$ cat src/rtl/wb_port_arbiter_if.sv
// Bundle of the two result-producer handshakes, the register-file write port
// and the decode-facing status outputs of the writeback arbiter.
interface wb_port_arbiter_if #(
  parameter int XLEN  = 64,
  parameter int SEQ_W = 4
);
  logic             alu_valid;
  logic [4:0]       alu_rd;
  logic [XLEN-1:0]  alu_value;
  logic [SEQ_W-1:0] alu_seq;
  logic             alu_ready;

  logic             mem_valid;
  logic [4:0]       mem_rd;
  logic [XLEN-1:0]  mem_value;
  logic [SEQ_W-1:0] mem_seq;
  logic             mem_ready;

  logic             wb_en;
  logic [4:0]       wb_rd;
  logic [XLEN-1:0]  wb_value;
  logic [31:0]      busy_mask;
  logic [15:0]      conflict_cnt;

  modport master (
    output alu_valid, alu_rd, alu_value, alu_seq,
    input  alu_ready,
    output mem_valid, mem_rd, mem_value, mem_seq,
    input  mem_ready,
    input  wb_en, wb_rd, wb_value, busy_mask, conflict_cnt
  );

  modport slave (
    input  alu_valid, alu_rd, alu_value, alu_seq,
    output alu_ready,
    input  mem_valid, mem_rd, mem_value, mem_seq,
    output mem_ready,
    output wb_en, wb_rd, wb_value, busy_mask, conflict_cnt
  );
endinterface

$ cat src/rtl/wb_port_arbiter.sv
// Shares the register-file write port between the ALU and load return paths,
// retiring queued results oldest-first by wrap-aware sequence tag.
module wb_port_arbiter #(
  parameter int XLEN  = 64,
  parameter int DEPTH = 2,
  parameter int SEQ_W = 4
) (
  input  logic              CLK,
  input  logic              reset,
  wb_port_arbiter_if.slave  bus
);
  localparam int PTR_W = $clog2(DEPTH);
  localparam int CNT_W = PTR_W + 1;

  logic [4:0]       alu_rd_q  [DEPTH];
  logic [XLEN-1:0]  alu_val_q [DEPTH];
  logic [SEQ_W-1:0] alu_seq_q [DEPTH];
  logic [PTR_W-1:0] alu_wp, alu_rp;
  logic [CNT_W-1:0] alu_cnt;

  logic [4:0]       mem_rd_q  [DEPTH];
  logic [XLEN-1:0]  mem_val_q [DEPTH];
  logic [SEQ_W-1:0] mem_seq_q [DEPTH];
  logic [PTR_W-1:0] mem_wp, mem_rp;
  logic [CNT_W-1:0] mem_cnt;

  logic             alu_push, mem_push, alu_pop, mem_pop;
  logic             alu_head_v, mem_head_v;
  logic [SEQ_W-1:0] age_d;
  logic [4:0]       pop_rd;
  logic [XLEN-1:0]  pop_value;
  logic [31:0]      busy;

  logic             wb_en_q;
  logic [4:0]       wb_rd_q;
  logic [XLEN-1:0]  wb_value_q;
  logic [15:0]      conflict_q;

  assign bus.alu_ready    = reset && (alu_cnt < CNT_W'(DEPTH));
  assign bus.mem_ready    = reset && (mem_cnt < CNT_W'(DEPTH));
  assign alu_push         = bus.alu_valid && bus.alu_ready;
  assign mem_push         = bus.mem_valid && bus.mem_ready;
  assign bus.wb_en        = wb_en_q;
  assign bus.wb_rd        = wb_rd_q;
  assign bus.wb_value     = wb_value_q;
  assign bus.busy_mask    = busy;
  assign bus.conflict_cnt = conflict_q;

  // Negative modular distance means the ALU head was issued first; ties go to mem.
  always_comb begin
    alu_head_v = (alu_cnt != '0);
    mem_head_v = (mem_cnt != '0);
    age_d      = alu_seq_q[alu_rp] - mem_seq_q[mem_rp];
    alu_pop    = alu_head_v && (!mem_head_v || age_d[SEQ_W-1]);
    mem_pop    = mem_head_v && !alu_pop;
    pop_rd     = alu_pop ? alu_rd_q[alu_rp]  : mem_rd_q[mem_rp];
    pop_value  = alu_pop ? alu_val_q[alu_rp] : mem_val_q[mem_rp];
  end

  always_comb begin
    busy = '0;
    for (int k = 0; k < DEPTH; k++) begin
      if (CNT_W'(k) < alu_cnt) busy[alu_rd_q[alu_rp + PTR_W'(k)]] = 1'b1;
      if (CNT_W'(k) < mem_cnt) busy[mem_rd_q[mem_rp + PTR_W'(k)]] = 1'b1;
    end
    busy[0] = 1'b0;
  end

  always_ff @(posedge CLK) begin
    if (alu_push) begin
      alu_rd_q[alu_wp]  <= bus.alu_rd;
      alu_val_q[alu_wp] <= bus.alu_value;
      alu_seq_q[alu_wp] <= bus.alu_seq;
    end
    if (mem_push) begin
      mem_rd_q[mem_wp]  <= bus.mem_rd;
      mem_val_q[mem_wp] <= bus.mem_value;
      mem_seq_q[mem_wp] <= bus.mem_seq;
    end
  end

  always_ff @(posedge CLK) begin
    if (!reset) begin
      alu_wp     <= '0;
      alu_rp     <= '0;
      alu_cnt    <= '0;
      mem_wp     <= '0;
      mem_rp     <= '0;
      mem_cnt    <= '0;
      wb_en_q    <= 1'b0;
      wb_rd_q    <= '0;
      wb_value_q <= '0;
      conflict_q <= '0;
    end else begin
      if (alu_push) alu_wp <= alu_wp + PTR_W'(1);
      if (alu_pop)  alu_rp <= alu_rp + PTR_W'(1);
      if (mem_push) mem_wp <= mem_wp + PTR_W'(1);
      if (mem_pop)  mem_rp <= mem_rp + PTR_W'(1);

      case ({alu_push, alu_pop})
        2'b10:   alu_cnt <= alu_cnt + CNT_W'(1);
        2'b01:   alu_cnt <= alu_cnt - CNT_W'(1);
        default: alu_cnt <= alu_cnt;
      endcase
      case ({mem_push, mem_pop})
        2'b10:   mem_cnt <= mem_cnt + CNT_W'(1);
        2'b01:   mem_cnt <= mem_cnt - CNT_W'(1);
        default: mem_cnt <= mem_cnt;
      endcase

      // x0 results retire silently and leave the previous write visible.
      if ((alu_pop || mem_pop) && pop_rd != 5'd0) begin
        wb_en_q    <= 1'b1;
        wb_rd_q    <= pop_rd;
        wb_value_q <= pop_value;
      end else begin
        wb_en_q    <= 1'b0;
      end

      if (alu_head_v && mem_head_v && conflict_q != 16'hFFFF)
        conflict_q <= conflict_q + 16'd1;
    end
  end
endmodule

$ cat src/flat_wrapper.sv
// flat-port wrapper written by rule: the top's interface ports become plain ports
module wb_port_arbiter_flat 
#(
  parameter int XLEN  = 64,
  parameter int DEPTH = 2,
  parameter int SEQ_W = 4
)
  (CLK, reset, bus_alu_valid, bus_alu_rd, bus_alu_value, bus_alu_seq, bus_alu_ready, bus_mem_valid, bus_mem_rd, bus_mem_value, bus_mem_seq, bus_mem_ready, bus_wb_en, bus_wb_rd, bus_wb_value, bus_busy_mask, bus_conflict_cnt);
  wb_port_arbiter_if #(.XLEN(XLEN), .SEQ_W(SEQ_W)) bus_i ();
  input  logic CLK;
  input  logic reset;
  input wire logic [$bits(bus_i.alu_valid)-1:0] bus_alu_valid;
  input wire logic [$bits(bus_i.alu_rd)-1:0] bus_alu_rd;
  input wire logic [$bits(bus_i.alu_value)-1:0] bus_alu_value;
  input wire logic [$bits(bus_i.alu_seq)-1:0] bus_alu_seq;
  output wire logic [$bits(bus_i.alu_ready)-1:0] bus_alu_ready;
  input wire logic [$bits(bus_i.mem_valid)-1:0] bus_mem_valid;
  input wire logic [$bits(bus_i.mem_rd)-1:0] bus_mem_rd;
  input wire logic [$bits(bus_i.mem_value)-1:0] bus_mem_value;
  input wire logic [$bits(bus_i.mem_seq)-1:0] bus_mem_seq;
  output wire logic [$bits(bus_i.mem_ready)-1:0] bus_mem_ready;
  output wire logic [$bits(bus_i.wb_en)-1:0] bus_wb_en;
  output wire logic [$bits(bus_i.wb_rd)-1:0] bus_wb_rd;
  output wire logic [$bits(bus_i.wb_value)-1:0] bus_wb_value;
  output wire logic [$bits(bus_i.busy_mask)-1:0] bus_busy_mask;
  output wire logic [$bits(bus_i.conflict_cnt)-1:0] bus_conflict_cnt;
  assign bus_i.alu_valid = bus_alu_valid;
  assign bus_i.alu_rd = bus_alu_rd;
  assign bus_i.alu_value = bus_alu_value;
  assign bus_i.alu_seq = bus_alu_seq;
  assign bus_alu_ready = bus_i.alu_ready;
  assign bus_i.mem_valid = bus_mem_valid;
  assign bus_i.mem_rd = bus_mem_rd;
  assign bus_i.mem_value = bus_mem_value;
  assign bus_i.mem_seq = bus_mem_seq;
  assign bus_mem_ready = bus_i.mem_ready;
  assign bus_wb_en = bus_i.wb_en;
  assign bus_wb_rd = bus_i.wb_rd;
  assign bus_wb_value = bus_i.wb_value;
  assign bus_busy_mask = bus_i.busy_mask;
  assign bus_conflict_cnt = bus_i.conflict_cnt;
  wb_port_arbiter #(.XLEN(XLEN), .DEPTH(DEPTH), .SEQ_W(SEQ_W)) u_core (.CLK(CLK), .reset(reset), .bus(bus_i));
endmodule
$ cat config.mk
export PLATFORM = sky130hd
export DESIGN_NAME = wb_port_arbiter_flat
export DESIGN_NICKNAME = d
export VERILOG_FILES = /design/src/rtl/wb_port_arbiter_if.sv /design/src/rtl/wb_port_arbiter.sv /design/src/flat_wrapper.sv
export SDC_FILE = /design/constraint.sdc
export NUM_CORES = 1
export LEC_CHECK = 0
export CAP_MARGIN = 20
export CORE_MARGIN = 1.5
export CORE_UTILIZATION = 42
export DETAILED_ROUTE_END_ITERATION = 6
export PLACE_DENSITY = 0.66
export REMOVE_ABC_BUFFERS = 1
export SLEW_MARGIN = 10
export SYNTH_ARGS = -nofsm -noshare
export SYNTH_HDL_FRONTEND = slang
export SYNTH_SLANG_ARGS = --single-unit
$ cat constraint.sdc
create_clock -name CLK -period 5.93 [get_ports CLK]
set_input_delay 0.593 -clock CLK [delete_from_list [all_inputs] [get_ports CLK]]
set_output_delay 0.593 -clock CLK [all_outputs]
set_load 0.005 [all_outputs]
* Word level (Yosys, flattened, before mapping) *
Memory sizes are Yosys's and may differ from the RTL's. A register that Yosys moved wholly into a read port is not among the register bits.
Cells that the tools add are included.
W data, S select, Z words.

cells by class
  $lt $le $gt $ge = 14
  mux-type cells = 33
  add/sub/neg operators = 10
  reduce and logical (&&, ||, !) cells = 22
  bitwise gates (word level) = 3
  equality and inequality tests = 5

operators with widths
  operator                 count
  $mux W32                 4
  $or A32 B32 Y32          3
  $mux W64                 1
  $lt A5 B6 Y1 const B     4
  $mux W1                  21
  $demux W1 S5             4
  $ge A5 B1 Y1 const B     4
  $add A16 B1 Y16 const B  1
  $ne A16 B16 Y1 const B   1
  $logic_and A1 B1 Y1      13
  $lt A1 B2 Y1 const A     4
  $pmux W2 S2              2
  $reduce_bool A2 Y1       4
  $mux W5                  1
  $reduce_bool A5 Y1       1
  $add A1 B1 Y1 const B    4
  $add A2 B1 Y2 const B    2
  $eq A2 B1 Y1 const B     2
  $eq A2 B2 Y1 const B     2
  $lt A2 B2 Y1 const B     2
  $sub A2 B1 Y2 const B    2
  $sub A4 B4 Y4            1
  $logic_not A1 Y1         2
  $logic_or A1 B1 Y1       2

storage, ports and cells
  register bits after elaboration = 94
  memories kept = 6
  word-level logic and storage cells = 103
  bits in writable memories = 292
  output and inout bits = 120

memory list
  name              words  width  rd ports  clocked after memory_dff  write ports  RTL line               source
  u_core.alu_val_q  2      64     1         1                         1            wb_port_arbiter.sv:16  logic [XLEN-1:0] alu_val_q [DEPTH];
  u_core.mem_val_q  2      64     1         1                         1            wb_port_arbiter.sv:22  logic [XLEN-1:0] mem_val_q [DEPTH];
  u_core.alu_rd_q   2      5      2         1                         1            wb_port_arbiter.sv:15  logic [4:0] alu_rd_q [DEPTH];
  u_core.mem_rd_q   2      5      2         1                         1            wb_port_arbiter.sv:21  logic [4:0] mem_rd_q [DEPTH];
  u_core.alu_seq_q  2      4      1         1                         1            wb_port_arbiter.sv:17  logic [SEQ_W-1:0] alu_seq_q [DEPTH];
  u_core.mem_seq_q  2      4      1         1                         1            wb_port_arbiter.sv:23  logic [SEQ_W-1:0] mem_seq_q [DEPTH];

* Logic depth before layout (Yosys ltp) *
Gate-level depths: netlist of the first run.

  word-level depth = 11
  gate-level depth with buffers = 15
  mapped depth without buffers = 10

* Worst setup path after synthesis of the first run *
OpenSTA, ideal clock, no wires.

  path kind = input-to-reg
  from = in reset
  to = mem u_core.alu_rd_q[0][0] (enable)
  library setup time = 0.505 ns
  cell stages on the path = 4
  arrival = 4.001 ns
  path slack = 1.424 ns
  cell sequence = inv_1 -> nor2_1 -> nand2_1 -> nor2_1

between the ends
  cells in the longest elaborated chain, start to end = 4

RTL lines
  item                           RTL line               source
  start: declaration             flat_wrapper.sv:11     input logic reset;
  $logic_and A1 B1 Y1            wb_port_arbiter.sv:39  assign bus.alu_ready = reset && (alu_cnt < CNT_W'(DEPTH));
  named net bus_alu_ready        flat_wrapper.sv:16     output wire logic [$bits(bus_i.alu_ready)-1:0] bus_alu_ready;
  $logic_and A1 B1 Y1            wb_port_arbiter.sv:41  assign alu_push = bus.alu_valid && bus.alu_ready;
  $mux W1                        wb_port_arbiter.sv:70  if (alu_push) begin
  $mux W1 (implied by the code)  wb_port_arbiter.sv:71  alu_rd_q[alu_wp] <= bus.alu_rd;
  end: declaration               wb_port_arbiter.sv:15

The timed path passes the listed nets, and every way through them passes these cells.

==> results of run 1 <==
## per-stage QoR
step                power, uW  instances  area [um^2]  TNS, ns  hold slack, ns
floorplan                5410       1073        15500   -37.65           0.466
finish                   9090       1905        20300        0           0.466
detailed placement       6610       1826        18900        0           0.456
global route             9550       1904        20300        0           0.489
CTS                      9190       1903        20300        0           0.470
global placement         6560       1825        18900        0           0.450
## logic make-up after synthesis
group | Yosys count | synth area share [%]
DFF | 388 | 67.6
and+or+nand+nor | 306 | 8.66
AOI/OAI and AO/OA | 172 | 9.29
muxes | 158 | 10.1
buffers and inverters | 76 | 2.42
xor gates and xnor gates | 21 | 1.16
adders and majority gates | 9 | 0.712
other | 1 | 0.0237
## cell type report
cell class	instances	area, um^2
Fill cell	3025	16500
Sequential cell	388	10700
Multi-Input combinational cell	667	4780
Timing Repair Buffer	285	2810
Clock buffer	60	1190
Tap cell	468	586
Clock inverter	17	188
Inverter	18	67.6
Antenna cell	2	5.00
## sequential cells by signal, indices dropped and copies added, names as in the netlist, 2 cells and up, named ones only
register and cells:
u_core.alu_rd_q 10, u_core.alu_cnt 2, u_core.mem_seq_q 8, u_core.alu_val_q 128
u_core.mem_cnt 2, u_core.bus.conflict_cnt 16, u_core.mem_val_q 128, u_core.bus.wb_value 64
u_core.mem_rd_q 10, u_core.bus.wb_rd 5, u_core.alu_seq_q 8
## layer usage
layer  vias up  wire, um  global-route usage [%]
met4        12       877                    6.64
li1       4900         -                       -
met1      5223     17900                    28.3
met2       366     19500                    34.2
met5         -        83                       0
met3        74      3190                    5.49
## report_power, final
| part | internal [uW] | switching (uW) |
|---|---|---|
| combinational | 1330 | 1550 |
| clock | 1500 | 1060 |
| sequential | 3290 | 363 |
| total | 6120 | 2970 |
## placed cells by master, fill, tap and decap left out, types with 3 or more instances in the layout
cell type	count
clkbuf_8	5
buf_4	16
xnor2_1	6
o32ai_1	4
or3_1	9
a221o_1	21
o22ai_1	20
nand4_1	7
a22oi_1	4
nor2_1	54
a211oi_1	3
nand3_1	14
inv_1	17
nor3b_1	3
nand2b_1	4
mux2i_1	149
a32o_1	67
nor3_1	11
o21ai_0	9
edfxtp_1	292
clkbuf_1	12
a31oi_1	4
clkbuf_16	43
o21ai_1	3
and3_1	7
ha_1	9
a21oi_1	10
and2_1	8
dfxtp_1	94
clkinv_2	9
nand2_1	172
clkdlybuf4s50_1	268
xor2_1	15
mux2_2	8
o221ai_1	9
## how the worst min path moves through the flow
stage	startpoint	endpoint	cells past startpoint
4_1_cts	u_core.bus.wb_value[1]	u_core.bus.wb_value[1]	1
6_report	u_core.bus.wb_value[33]	u_core.bus.wb_value[33]	1
3_5_place_dp	u_core.bus.wb_value[1]	u_core.bus.wb_value[1]	1
5_1_grt	u_core.bus.wb_value[33]	u_core.bus.wb_value[33]	1
2_1_floorplan	u_core.bus.wb_rd[0]	u_core.bus.wb_rd[0]	1
3_3_place_gp	u_core.bus.wb_value[25]	u_core.bus.wb_value[25]	1
==> results.json, run 1 <==
{
  "required_ns": 5.34,
  "cp.buffers_inverters": 2,
  "clockBufferDepth": 3,
  "hpwl_mm": 27.4,
  "path_depth": 6,
  "cts-buffers-inserted": 42,
  "drive_gt1_share_pct": 7.46,
  "grt_overflow": 0,
  "drt-pass1-iter-count": 6,
  "htree_num_levels": 2,
  "fin_crit_sh_pct": 73.9,
  "ir_drop_mv": 0.309,
  "first_iter_violations": 684,
  "insertion_delay_ns": 0.57,
  "finalHoldViolCount": 0,
  "async_flop_share_pct": 0,
  "wire_per_inst_um": 21.8,
  "start_util_pct": 43.0,
  "ys_types": 59,
  "synth_area_leaders": "edfxtp_1, dfxtp_1, mux2i_1, a32o_1, nand2_1",
  "skew_ns": 0.0176,
  "final_util_pct": 55.2,
  "cts_tree": "done",
  "rsz0062_at_grt": "no",
  "syn_area_um2": 15800,
  "post-place-ws_ns": 1.89,
  "dieArea_um2": 38800,
  "grt_pass1_wl_mm": 62.3,
  "nets": 1561,
  "synth_flop_cell": "edfxtp_1",
  "port_buffers": 268,
  "die_w_um": 197,
  "synth_top_area_cell": "edfxtp_1",
  "r2r-end": "u_core.bus.wb_value[22]",
  "synth_area_per_cell_um2": 14.0,
  "slew_headroom_pct": 34.4,
  "synth_most_common_cell": "edfxtp_1",
  "postCtsSetupBuffers": 0,
  "worstPathCellList": "buf_4, nor3b_1, o21bai_1, o22ai_1, a221o_1, clkdlybuf4s50_1",
  "antenna_found_initial": 8,
  "grt_usage_pct": 21.3,
  "worst_pin_slew_ns": 0.984,
  "cts-hold-fix-buffers": 0,
  "max-cap-violations": 0,
  "synth_warnings": 0,
  "crit_path_end_kind": "output pin",
  "leakage_uw": 0.00687,
  "final_max_slew_viol_count": 0,
  "synthTopCellsByCount": "edfxtp_1, nand2_1, mux2i_1, dfxtp_1, a32o_1",
  "cp_max_fo": 41,
  "p_per_area_nw_per_um2": 447,
  "areaGrowthSynthToFinish_pct": 28.6,
  "setup_viol": 0,
  "worstHoldPathType": "flip-flop to flip-flop",
  "r2r_cells": 7,
  "grt_pass1_vias": 10500,
  "seq_area_frac_synth_pct": 67.6,
  "rrSetupSlack_ns": 1.89,
  "fin_crit_ns": 4.38,
  "synth.ff_latch_count": 388,
  "cts.sinks": 388,
  "outcome": "completed",
  "ioPinCount": 270,
  "critPathTopFamily": "buffers and inverters",
  "vias": 10600,
  "vias_per_cell": 5.55,
  "num_rows": 70,
  "cp.arrival_ns": 3.79,
  "max_freq_mhz": 228,
  "cp-endpoint": "bus_busy_mask[4]",
  "cp-start-kind": "flip-flop",
  "root_buffer": "clkbuf_16",
  "setup_slack_ns": 1.55,
  "drc": 0,
  "max_stage_delay_ns": 0.88,
  "synth_top_area_share_pct": 55.5,
  "routed_wl_mm": 41.5,
  "core-area_um2": 36800,
  "cts_resized": 0,
  "gp_congestion": 0.884,
  "syn_inst": 1131,
  "synth-edff-count": 292,
  "grt_start_max_net_pins": 69,
  "antenna_left": 0,
  "crit_slowest_cell": "dfxtp_4",
  "die_h_um": 197,
  "path_class": "flip-flop to output pin",
  "clkTransAtPathRegs_ns": 0.06
}
Note: power is estimated with default switching activity, not from simulation.
==> inputs of run 2 (changes only) <==
==> constraint.sdc (replaced) <==
create_clock -name CLK -period 4.1 [get_ports CLK]
set_input_delay 0.41 -clock CLK [delete_from_list [all_inputs] [get_ports CLK]]
set_output_delay 0.41 -clock CLK [all_outputs]
set_load 0.005 [all_outputs]
==> results.json, run 2 (synthesis gave the netlist of run 1 again) <==
{
  "root_buffer": "clkbuf_16",
  "critPathTopFamily": "buffers and inverters",
  "cp.buffers_inverters": 2,
  "layoutNonFillerInstCount": 1919,
  "cts.sinks": 388,
  "antenna_left": 0,
  "clockBufferDepth": 3,
  "grt_overflow": 0,
  "htree_num_levels": 2,
  "cts_resized": 0,
  "cts-hold-fix-buffers": 0,
  "cp-start-kind": "flip-flop",
  "leakage_uw": 0.00697,
  "holdWs_ns": 0.432,
  "hpwl_mm": 27.3,
  "grt_usage_pct": 21.1,
  "drive_gt1_share_pct": 8.01,
  "required_ns": 3.69,
  "antenna_found_initial": 8,
  "max_stage_delay_ns": 0.63,
  "postCtsSetupBuffers": 0,
  "grt_pass1_vias": 10700,
  "fin_crit_sh_pct": 92.4,
  "slew_headroom_pct": 33.5,
  "dp.cells": 1837,
  "max-cap-violations": 0,
  "grt_pass1_wl_mm": 62.0,
  "crit_path_end_kind": "output pin",
  "worst_pin_slew_ns": 0.994,
  "path_class": "flip-flop to output pin",
  "grt_start_max_net_pins": 74,
  "post-place-ws_ns": 0.734,
  "drc": 0,
  "outcome": "completed",
  "p_per_area_nw_per_um2": 650,
  "drt-pass1-iter-count": 5,
  "ir_drop_mv": 0.371,
  "dieArea_um2": 38800,
  "num_rows": 70,
  "fin_crit_ns": 3.79,
  "core-area_um2": 36800,
  "vias": 10500,
  "layout_common_cells": "edfxtp_1, clkdlybuf4s50_1, nand2_1",
  "nets": 1573,
  "cp_max_fo": 26,
  "cp.arrival_ns": 3.38,
  "final_common_cell": "edfxtp_1",
  "skew_ns": 0.0134,
  "routed_wl_mm": 41.4,
  "cts_tree": "done",
  "insertion_delay_ns": 0.56,
  "clkTransAtPathRegs_ns": 0.06,
  "wire_per_inst_um": 21.6,
  "setup_slack_ns": 0.313,
  "final_max_slew_viol_count": 0,
  "first_iter_violations": 550,
  "worstHoldPathType": "input pin to flip-flop",
  "vias_per_cell": 5.49,
  "gp_congestion": 0.889,
  "areaGrowthSynthToFinish_pct": 29.9,
  "crit_slowest_cell": "or3b_2",
  "port_buffers": 268,
  "rsz0062_at_grt": "no",
  "max_freq_mhz": 264,
  "setup_viol": 0,
  "die_h_um": 197,
  "cts-buffers-inserted": 43,
  "start_util_pct": 43.0,
  "finalHoldViolCount": 0,
  "die_w_um": 197,
  "worstPathCellList": "buf_4, mux2i_1, or3b_2, o32ai_1, a221o_1, clkdlybuf4s50_1",
  "ioPinCount": 270
}
## run 2: cell count changes in the layout (fill, tap and decap cells not counted), sizes merged
cell    delta
clkbuf     -1
buf       +11
clkinv     -3
bufinv     +2
diode      +1
inv        +4
## run 2: where the power goes
part / switching, uW / internal [uW]
logic: 2440 / 2040
clock network: 1520 / 2260
registers: 337 / 4760
## run 2: metrics by stage
stage                     util [%]  area (um^2)  setup TNS [ns]  power, uW
after floorplan                  -        15500         -264.27       7830
after global placement        52.0        19100               0       9650
after detailed placement      52.0        19100               0       9700
after CTS                     55.8        20500               0      13500
after global routing          55.8        20500               0      14100
final                         55.8        20500               0      13400
## run 2: path summary, 6_finish.rpt
| check | startpoint | endpoint | slack [ns] | depth (start not counted) |
|---|---|---|---|---|
| worst min-delay path | bus_alu_value[43] | u_core.alu_val_q[0][43] | 0.43 | 1 |
| worst max-delay path | flip-flop | bus_busy_mask[9] | 0.31 | 6 |
| worst min register to register | u_core.bus.wb_value[41] | u_core.bus.wb_value[41] | 0.47 | 1 |
| worst max register to register | flip-flop | u_core.bus.wb_value[22] | 0.75 | 8 |
## run 2: layout make-up
class | instances | area [um^2]
diodes | 3 | 7.51
clock buffers | 59 | 1170
clock inverters | 20 | 228
fillers | 3005 | 16200
inverters | 18 | 67.6
multi-input cells | 667 | 4780
flip-flops and latches | 388 | 10700
well taps | 468 | 586
repair buffers | 296 | 3010
## run 2: metal layers
metal,routed length (um),vias up,track usage (%)
li1,-,4930,-
met2,19500,363,34.4
met5,55,-,0
met3,3070,82,6.18
met1,17700,5142,26.9
met4,1110,10,7.41
==> inputs of run 3 (changes only) <==
--- a/config.mk
+++ b/config.mk
@@ -9,6 +9,7 @@
 export CORE_MARGIN = 1.5
 export CORE_UTILIZATION = 42
 export DETAILED_ROUTE_END_ITERATION = 6
+export GPL_TIMING_DRIVEN = 0
 export PLACE_DENSITY = 0.66
 export REMOVE_ABC_BUFFERS = 1
 export SLEW_MARGIN = 10
==> results.json, run 3 (synthesis gave the netlist of run 1 again) <==
{
  "outcome": "completed",
  "root_buffer": "clkbuf_16",
  "rrSetupSlack_ns": 0.35,
  "core-area_um2": 36800,
  "path_class": "flip-flop to flip-flop",
  "layout_common_cells": "edfxtp_1, clkdlybuf4s50_1, nand2_1",
  "rsz0062_at_grt": "no",
  "gp_congestion": 0.919,
  "grt_overflow": 0,
  "required_ns": 4.50,
  "htree_num_levels": 2,
  "vias_per_cell": 5.50,
  "cts.sinks": 388,
  "first_iter_violations": 686,
  "p_seq_share_pct": 36.5,
  "cts-buffers-inserted": 42,
  "antenna_found_initial": 6,
  "final_common_cell": "edfxtp_1",
  "hpwl_mm": 28.1,
  "slew_headroom_pct": 30.1,
  "vias": 10600,
  "areaGrowthSynthToFinish_pct": 31.7,
  "switchingPower_uw": 4500,
  "start_util_pct": 43.0,
  "p_int_uw": 9360,
  "clockBufferDepth": 3,
  "insertion_delay_ns": 0.56,
  "grt_pass1_vias": 11000,
  "final_max_slew_viol_count": 0,
  "setup_viol": 0,
  "p_comb_share_pct": 34.7,
  "max_freq_mhz": 267,
  "post-place-ws_ns": -0.444,
  "die_w_um": 197,
  "drc": 0,
  "dieArea_um2": 38800,
  "crit_path_end_kind": "flip-flop",
  "p_sw_share_pct": 32.5,
  "max-cap-violations": 0,
  "leakage_uw": 0.00707,
  "cp.arrival_ns": 4.15,
  "wire_per_inst_um": 22.2,
  "worstHoldPathType": "input pin to flip-flop",
  "regArea_um2": 10700,
  "clock_power_share_pct": 28.7,
  "grt_pass1_wl_mm": 64.0,
  "drt-pass1-iter-count": 5,
  "finalHoldViolCount": 0,
  "cp-start-kind": "flip-flop",
  "ioPinCount": 270,
  "grt_start_max_net_pins": 46,
  "fin_crit_sh_pct": 91.4,
  "fin_crit_ns": 3.75,
  "die_h_um": 197,
  "cts_resized": 0,
  "antenna_left": 0,
  "setup-tns-final_ns": 0,
  "port_buffers": 268,
  "nets": 1572,
  "skew_ns": 0.0126,
  "multi_input_area_um2": 4790,
  "routed_wl_mm": 42.6,
  "worst_pin_slew_ns": 1.04,
  "grt_usage_pct": 21.9,
  "setup_slack_ns": 0.351,
  "drive_gt1_share_pct": 8.57,
  "ir_drop_mv": 0.429,
  "p_per_area_nw_per_um2": 666,
  "n_fill_cell": 2980,
  "num_rows": 70,
  "cp_max_fo": 45,
  "clkTransAtPathRegs_ns": 0.06,
  "cts_tree": "done"
}
-- run 3: cell types whose count changed in the layout (fill, tap and decap cells not counted), moves of 3 or more --
cell and change:
buf_16 +10, clkinv_1 -3, buf_8 +4, clkinv_2 +3, clkbuf_1 -6, bufinv_16 +3, clkinv_4 +4, buf_4 -14
-- run 3: worst paths after layout --
check                     startpoint                 endpoint  cells after the start
min reg2reg  u_core.bus.wb_value[54]  u_core.bus.wb_value[54]                      1
min                 bus_mem_value[2]   u_core.mem_val_q[1][2]                      1
max                        flip-flop        u_core.alu_cnt[0]                     12
max reg2reg                flip-flop        u_core.alu_cnt[0]                     12
-- run 3: layout make-up --
class / instances / area share (%)
clock buffers: 51 / 5.36
multi-input cells: 668 / 23.0
diodes: 4 / 0.0481
inverters: 18 / 0.337
well taps: 468 / 2.81
repair buffers: 295 / 15.4
clock inverters: 27 / 1.69
flip-flops and latches: 388 / 51.4
-- run 3: timing repair --
action                                  in CTS  in global routing
hold buffers                                 0                  0
buffers inserted                             2                  2
endpoints found under the setup margin      47                  2
gates cloned                                 1                  0
-- run 3: power by group through the flow --
stage	Sequential, uW	Combinational [uW]	Clock (uW)
after floorplan	5350	2480	0
after global placement	5570	4310	0
after detailed placement	5210	4680	0
after CTS	5110	4820	4060
after global routing	5120	5210	4230
final	5060	4810	3980
-- run 3: through the flow --
step           hold slack, ns  power, uW  util (%)  area [um^2]  cells
2_1_floorplan           0.466       7830         -        15500   1073
3_3_place_gp            0.447       9880      51.0        18800   1809
3_5_place_dp            0.457       9890      52.4        19300   1832
4_1_cts                 0.392      14000      56.5        20800   1913
5_1_grt                 0.399      14600      56.6        20800   1915
6_report                0.426      13900      56.6        20800   1919
-- run 3: layer usage --
metal | vias up | GRT usage (%) | share of wire [%]
met3 | 68 | 7.72 | 8.5
met1 | 5201 | 26.9 | 41
met5 | - | 0 | 0.13
li1 | 4925 | - | -
met4 | 8 | 6.02 | 1.9
met2 | 350 | 36.6 | 48
-- run 3: critical path, stage by stage (launching register included) --
cell     delay [ns]
dfxtp_4        0.40
buf_16         0.25
mux2_2         0.38
ha_1           0.34
a21o_1         0.24
or4_4          0.59
nand3_4        0.14
buf_12         0.22
inv_4          0.18
buf_16         0.25
ha_1           0.36
xor2_1         0.15
nor2_1         0.05
